**src/rtl/framebuffer_scanout.sv**
```systemverilog
// Raster-order reader of the pixel memory that generates VGA hsync/vsync/de timing.
// Stage 0 drives the memory read port; stage 1 aligns the syncs with the returned pixel data.
module framebuffer_scanout #(
    parameter int unsigned HOR_ACTIVE_PIXELS = 640,
    parameter int unsigned HOR_FRONT_PORCH   = 16,
    parameter int unsigned HOR_SYNC          = 96,
    parameter int unsigned HOR_BACK_PORCH    = 48,
    parameter int unsigned VER_ACTIVE_PIXELS = 480,
    parameter int unsigned VER_FRONT_PORCH   = 10,
    parameter int unsigned VER_SYNC          = 2,
    parameter int unsigned VER_BACK_PORCH    = 33,
    parameter int unsigned SYNC_ACTIVE_LOW   = 1,
    parameter int unsigned READ_DATA_WIDTH   = 1,
    localparam int unsigned PIX_TOTAL = HOR_ACTIVE_PIXELS * VER_ACTIVE_PIXELS,
    localparam int unsigned ADDR_W    = (PIX_TOTAL > 1) ? $clog2(PIX_TOTAL) : 1
) (
    input  logic                       clk,
    input  logic                       rst,
    output logic                       read_enable,
    output logic [ADDR_W-1:0]          read_addr,
    input  logic [READ_DATA_WIDTH-1:0] read_data,
    output logic                       hsync,
    output logic                       vsync,
    output logic                       de,
    output logic [READ_DATA_WIDTH-1:0] pixel,
    output logic                       vblank,
    output logic                       frame_done
);

    localparam int unsigned H_TOTAL  = HOR_ACTIVE_PIXELS + HOR_FRONT_PORCH + HOR_SYNC + HOR_BACK_PORCH;
    localparam int unsigned V_TOTAL  = VER_ACTIVE_PIXELS + VER_FRONT_PORCH + VER_SYNC + VER_BACK_PORCH;
    localparam int unsigned H_W      = (H_TOTAL > 1) ? $clog2(H_TOTAL) : 1;
    localparam int unsigned V_W      = (V_TOTAL > 1) ? $clog2(V_TOTAL) : 1;
    localparam int unsigned HS_START = HOR_ACTIVE_PIXELS + HOR_FRONT_PORCH;
    localparam int unsigned HS_END   = HS_START + HOR_SYNC;
    localparam int unsigned VS_START = VER_ACTIVE_PIXELS + VER_FRONT_PORCH;
    localparam int unsigned VS_END   = VS_START + VER_SYNC;
    localparam logic        SYNC_ON  = (SYNC_ACTIVE_LOW == 0);

    logic [H_W-1:0]    h_cnt_q, h_cnt_d;
    logic [V_W-1:0]    v_cnt_q, v_cnt_d;
    logic [ADDR_W-1:0] addr_q, addr_d;
    logic              hsync_q, hsync_d;
    logic              vsync_q, vsync_d;
    logic              de_q;
    logic              frame_done_q;

    logic [31:0] h_ext, v_ext;
    logic        active, last_pix;

    assign h_ext = 32'(h_cnt_q);
    assign v_ext = 32'(v_cnt_q);

    always_comb begin
        active   = (h_ext < HOR_ACTIVE_PIXELS) && (v_ext < VER_ACTIVE_PIXELS);
        last_pix = (h_ext == HOR_ACTIVE_PIXELS - 1) && (v_ext == VER_ACTIVE_PIXELS - 1);

        h_cnt_d = h_cnt_q;
        v_cnt_d = v_cnt_q;
        if (h_ext == H_TOTAL - 1) begin
            h_cnt_d = '0;
            v_cnt_d = (v_ext == V_TOTAL - 1) ? '0 : v_cnt_q + 1'b1;
        end else begin
            h_cnt_d = h_cnt_q + 1'b1;
        end

        // Address follows the raster by incrementing; wrap is keyed on position, not address.
        addr_d = addr_q;
        if (active) begin
            addr_d = last_pix ? '0 : addr_q + 1'b1;
        end

        hsync_d = ((h_ext >= HS_START) && (h_ext < HS_END)) ? SYNC_ON : ~SYNC_ON;
        vsync_d = ((v_ext >= VS_START) && (v_ext < VS_END)) ? SYNC_ON : ~SYNC_ON;
    end

    always_ff @(posedge clk or posedge rst) begin
        if (rst) begin
            h_cnt_q      <= '0;
            v_cnt_q      <= '0;
            addr_q       <= '0;
            hsync_q      <= ~SYNC_ON;
            vsync_q      <= ~SYNC_ON;
            de_q         <= 1'b0;
            frame_done_q <= 1'b0;
        end else begin
            h_cnt_q      <= h_cnt_d;
            v_cnt_q      <= v_cnt_d;
            addr_q       <= addr_d;
            hsync_q      <= hsync_d;
            vsync_q      <= vsync_d;
            de_q         <= active;
            frame_done_q <= last_pix;
        end
    end

    // Counters already sit at (0,0) during reset, so stage-0 outputs are gated by rst explicitly.
    always_comb begin
        read_enable = active && !rst;
        read_addr   = (active && !rst) ? addr_q : '0;
        vblank      = (v_ext >= VER_ACTIVE_PIXELS) && !rst;
        hsync       = hsync_q;
        vsync       = vsync_q;
        de          = de_q;
        frame_done  = frame_done_q;
        pixel       = de_q ? read_data : '0;
    end

endmodule

```
**config.mk**
```make
export PLATFORM = sky130hd
export DESIGN_NAME = framebuffer_scanout
export DESIGN_NICKNAME = d
export VERILOG_FILES = /design/src/rtl/framebuffer_scanout.sv
export SDC_FILE = /design/constraint.sdc
export NUM_CORES = 1
export LEC_CHECK = 0
export ABC_AREA = 1
export ABC_CLOCK_PERIOD_IN_PS = 2100
export CAP_MARGIN = 10
export CORE_MARGIN = 1.5
export CORE_UTILIZATION = 30
export DETAILED_ROUTE_END_ITERATION = 8
export DONT_BUFFER_PORTS = 1
export SLEW_MARGIN = 20
export SYNTH_ARGS = -nofsm -noshare
export SYNTH_HDL_FRONTEND = slang
export SYNTH_SLANG_ARGS = --single-unit
```
**constraint.sdc**
```tcl
create_clock -name clk -period 2.1 [get_ports clk]
set_clock_uncertainty 0.05 [all_clocks]
set_input_delay 0.42 -clock clk [delete_from_list [all_inputs] [get_ports clk]]
set_output_delay 0.42 -clock clk [all_outputs]
set_load 0.005 [all_outputs]
```
==> flow_metrics.env <==
export IMPL_holdWs_ps=147
export IMPL_yosysWarnings=0
export IMPL_setup_slack_ps=100
export IMPL_p_total_mw=1.65
export IMPL_setup_viol=0
export IMPL_antenna_found_initial=0
export IMPL_hold_buffers=0
export IMPL_finalCriticalPeriod_ps=2000
export IMPL_die_y_um=97.6
export IMPL_clkLatencyLatePin_ps=300
export IMPL_grt_pass1_wl_um=10100
export IMPL_synth_edff_count=0
export IMPL_layout_commonest_cell="nand2_1"
export IMPL_initial_utilization_pct=31.0
export IMPL_avgSynthCellArea_um2=7.00
export IMPL_worstSetupEndpointType="output port"
export IMPL_rr_startpoint="h_cnt_q[0]$_DFF_PP0_"
export IMPL_design_area_um2=3070
export IMPL_drcViolationCount=0
export IMPL_fin_crit_sh_pct=95.2
export IMPL_cts_made_buffers=5
export IMPL_track_usage_pct=12.9
export IMPL_areaGrowthSynthToFinish_pct=14.3
export IMPL_ant_nets=0
export IMPL_power_density_nw_per_um2=537
export IMPL_critical_path_cell_chain="nand2_2 -> inv_2 -> nand3_2 -> nand2_2 -> nor2_8 -> nand2_4 -> clkbuf_16 -> nor2_2"
export IMPL_first_iter_violations=127
export IMPL_viasPerCell=4.59
export IMPL_slew_viol_final=0
export IMPL_slew_headroom_pct=63.1
export IMPL_yosysSeqAreaShare_pct=40.1
export IMPL_crit_arrival_ps=1530
export IMPL_postSynth_asyncResetShare_pct=100
export IMPL_vias=2311
export IMPL_ys_flop_type="dfrtp_1"
export IMPL_htree_num_levels=2
export IMPL_clock_path_buffers=2
export IMPL_ir_drop_mv=0.274
export IMPL_io_pins=29
export IMPL_hp_class="input pin to async pin"
export IMPL_dieArea_um2=9530
export IMPL_postLayoutCoreUtil_pct=35.4
export IMPL_required_ps=1630
export IMPL_detail_route_wirelength_um=6130
export IMPL_tritoncts="yes"
export IMPL_fin_nets=403
export IMPL_routedWlPerCell_um=12.2
export IMPL_cts_num_sinks=43
export IMPL_worst_pin_slew_ps=553
export IMPL_numPortBuffers=0
export IMPL_antenna_cells=0
export IMPL_layout_cells_non_filler=503
export IMPL_syn_num_nets=393
export IMPL_startpoint="v_cnt_q[6]$_DFFE_PP0N_"
export IMPL_crit_path_max_fanout=10
export IMPL_rows=34
export IMPL_cap_violations=0
export IMPL_place_inst=487
export IMPL_criticalPathCategory="flop to output port"
export IMPL_status="finished, final reports clean"
export IMPL_path_delay_family="simple AND/OR/NAND/NOR gates"
export IMPL_power_leakage_nw=1.49
export IMPL_gp_congestion=0.813
export IMPL_critPathMostFrequentCell="nand2_2"
export IMPL_dpl_cell_area_um2=2780
export IMPL_max_freq_mhz=500
export IMPL_crit_slowest_cell="dfrtp_1"
export IMPL_n_fill_cell=956
export IMPL_first_global_vias=2156
export IMPL_overflow=0
export IMPL_die_w_um=97.6
export IMPL_synth_seq_cells=43
export IMPL_final_hold_viol_count=0
export IMPL_final_cell_mix="108 x nand2_1, 55 x inv_1, 49 x nor2_1"
export IMPL_syn_instance_count=384
export IMPL_ys_types=29
export IMPL_hpwl_um=4160
export IMPL_crit_path_max_incr_delay_ps=430
export IMPL_fp_coreArea_um2=8680
export IMPL_fin_tns_setup_ps=0
export IMPL_clockRootBuffer="clkbuf_8"
export IMPL_pre_cts_ws_ps=324
export IMPL_worstSetupStartpointType="flop"
export IMPL_cp_num_buf_inv=2
export IMPL_syn_cell_area_um2=2690
export IMPL_drt_pass1_iter_count=4
export IMPL_drive_gt1_share_pct=13.7
export IMPL_grt_max_degree=44
export IMPL_cts_clk_slew_worst_paths_ps=90
[worst paths after layout]
kind	endpoint	slack, ps	cells past startpoint
hold reg to reg	v_cnt_q[6]$_DFFE_PP0N_	490	1
setup reg to reg	addr_q[15]$_DFFE_PP0N_	370	8
min in group clk	v_cnt_q[6]$_DFFE_PP0N_	490	1
setup / recovery	read_addr[6]	100	8
max in group asynchronous	hsync$_DFF_PP1_	1460	2
hold / removal	addr_q[17]$_DFFE_PP0N_	150	2
[per-layer routing]
| layer | GRT usage [%] | wire [um] | vias up | share of wire [%] |
|---|---|---|---|---|
| li1 | - | - | 1207 | - |
| met1 | 16.8 | 2960 | 1070 | 48 |
| met2 | 20.9 | 2980 | 34 | 49 |
| met3 | 3.60 | 178 | 0 | 2.9 |
| met4 | 3.74 | 0 | 0 | 0 |
| met5 | 0 | 0 | - | 0 |
[where the power goes]
part	switching, mW	internal (mW)
Sequential	0	0.827
Combinational	0.0317	0.0120
Clock	0.304	0.475
[cell families after synthesis]
| logic type | count (synthesis) | synth area share, % |
|---|---|---|
| simple gates | 237 | 38.3 |
| buf+inv | 69 | 11.1 |
| flops | 43 | 40.1 |
| compound gates | 17 | 3.73 |
| xor+xnor | 12 | 3.91 |
| fa+ha+maj | 6 | 2.79 |
[cell type report]
| type | instances | area [um2] | share of cell area, % |
|---|---|---|---|
| Tap cell | 108 | 135 | 4.40 |
| Clock buffer | 5 | 68.8 | 2.24 |
| Sequential cell | 43 | 1080 | 35.1 |
| Clock inverter | 3 | 67.6 | 2.20 |
| Timing Repair Buffer | 11 | 113 | 3.67 |
| Multi-Input combinational cell | 272 | 1370 | 44.7 |
| Inverter | 61 | 235 | 7.66 |
[state kept, by name (all words and copies together) (netlist names)]
signal and count:
addr_q 19, de 1, frame_done 1, h_cnt_q 10, hsync 1, v_cnt_q 10, vsync 1
[worst reg2reg max path: stages (launching register included)]
cell and delay [ps]:
dfrtp_1 380, ha_1 180, nand2_1 80, inv_1 80, nand2_1 70, nor3_1 260, nand2_2 300, nand3_1 190
nand2_1 60
[cells in the mapped netlist, types with 3 or more instances]
| library cell | instances | area share, % |
|---|---|---|
| a21oi_1 | 5 | 0.93 |
| buf_6 | 4 | 1.7 |
| dfrtp_1 | 41 | 38 |
| ha_1 | 6 | 2.8 |
| inv_1 | 57 | 8.0 |
| inv_2 | 3 | 0.42 |
| nand2_1 | 110 | 15 |
| nand2_2 | 5 | 1.2 |
| nand3_1 | 41 | 7.6 |
| nand4_1 | 8 | 1.9 |
| nor2_1 | 61 | 8.5 |
| nor3_1 | 5 | 0.93 |
| o21ai_0 | 6 | 1.1 |
| xor2_1 | 10 | 3.3 |
[what timing repair did]
action	in CTS	in global routing
buffers inserted	0	7
endpoints found under the setup margin	7	20
gates resized for setup	1	23
pin swaps	0	3
cloned	0	1
Power figures use the tool's default switching activity.
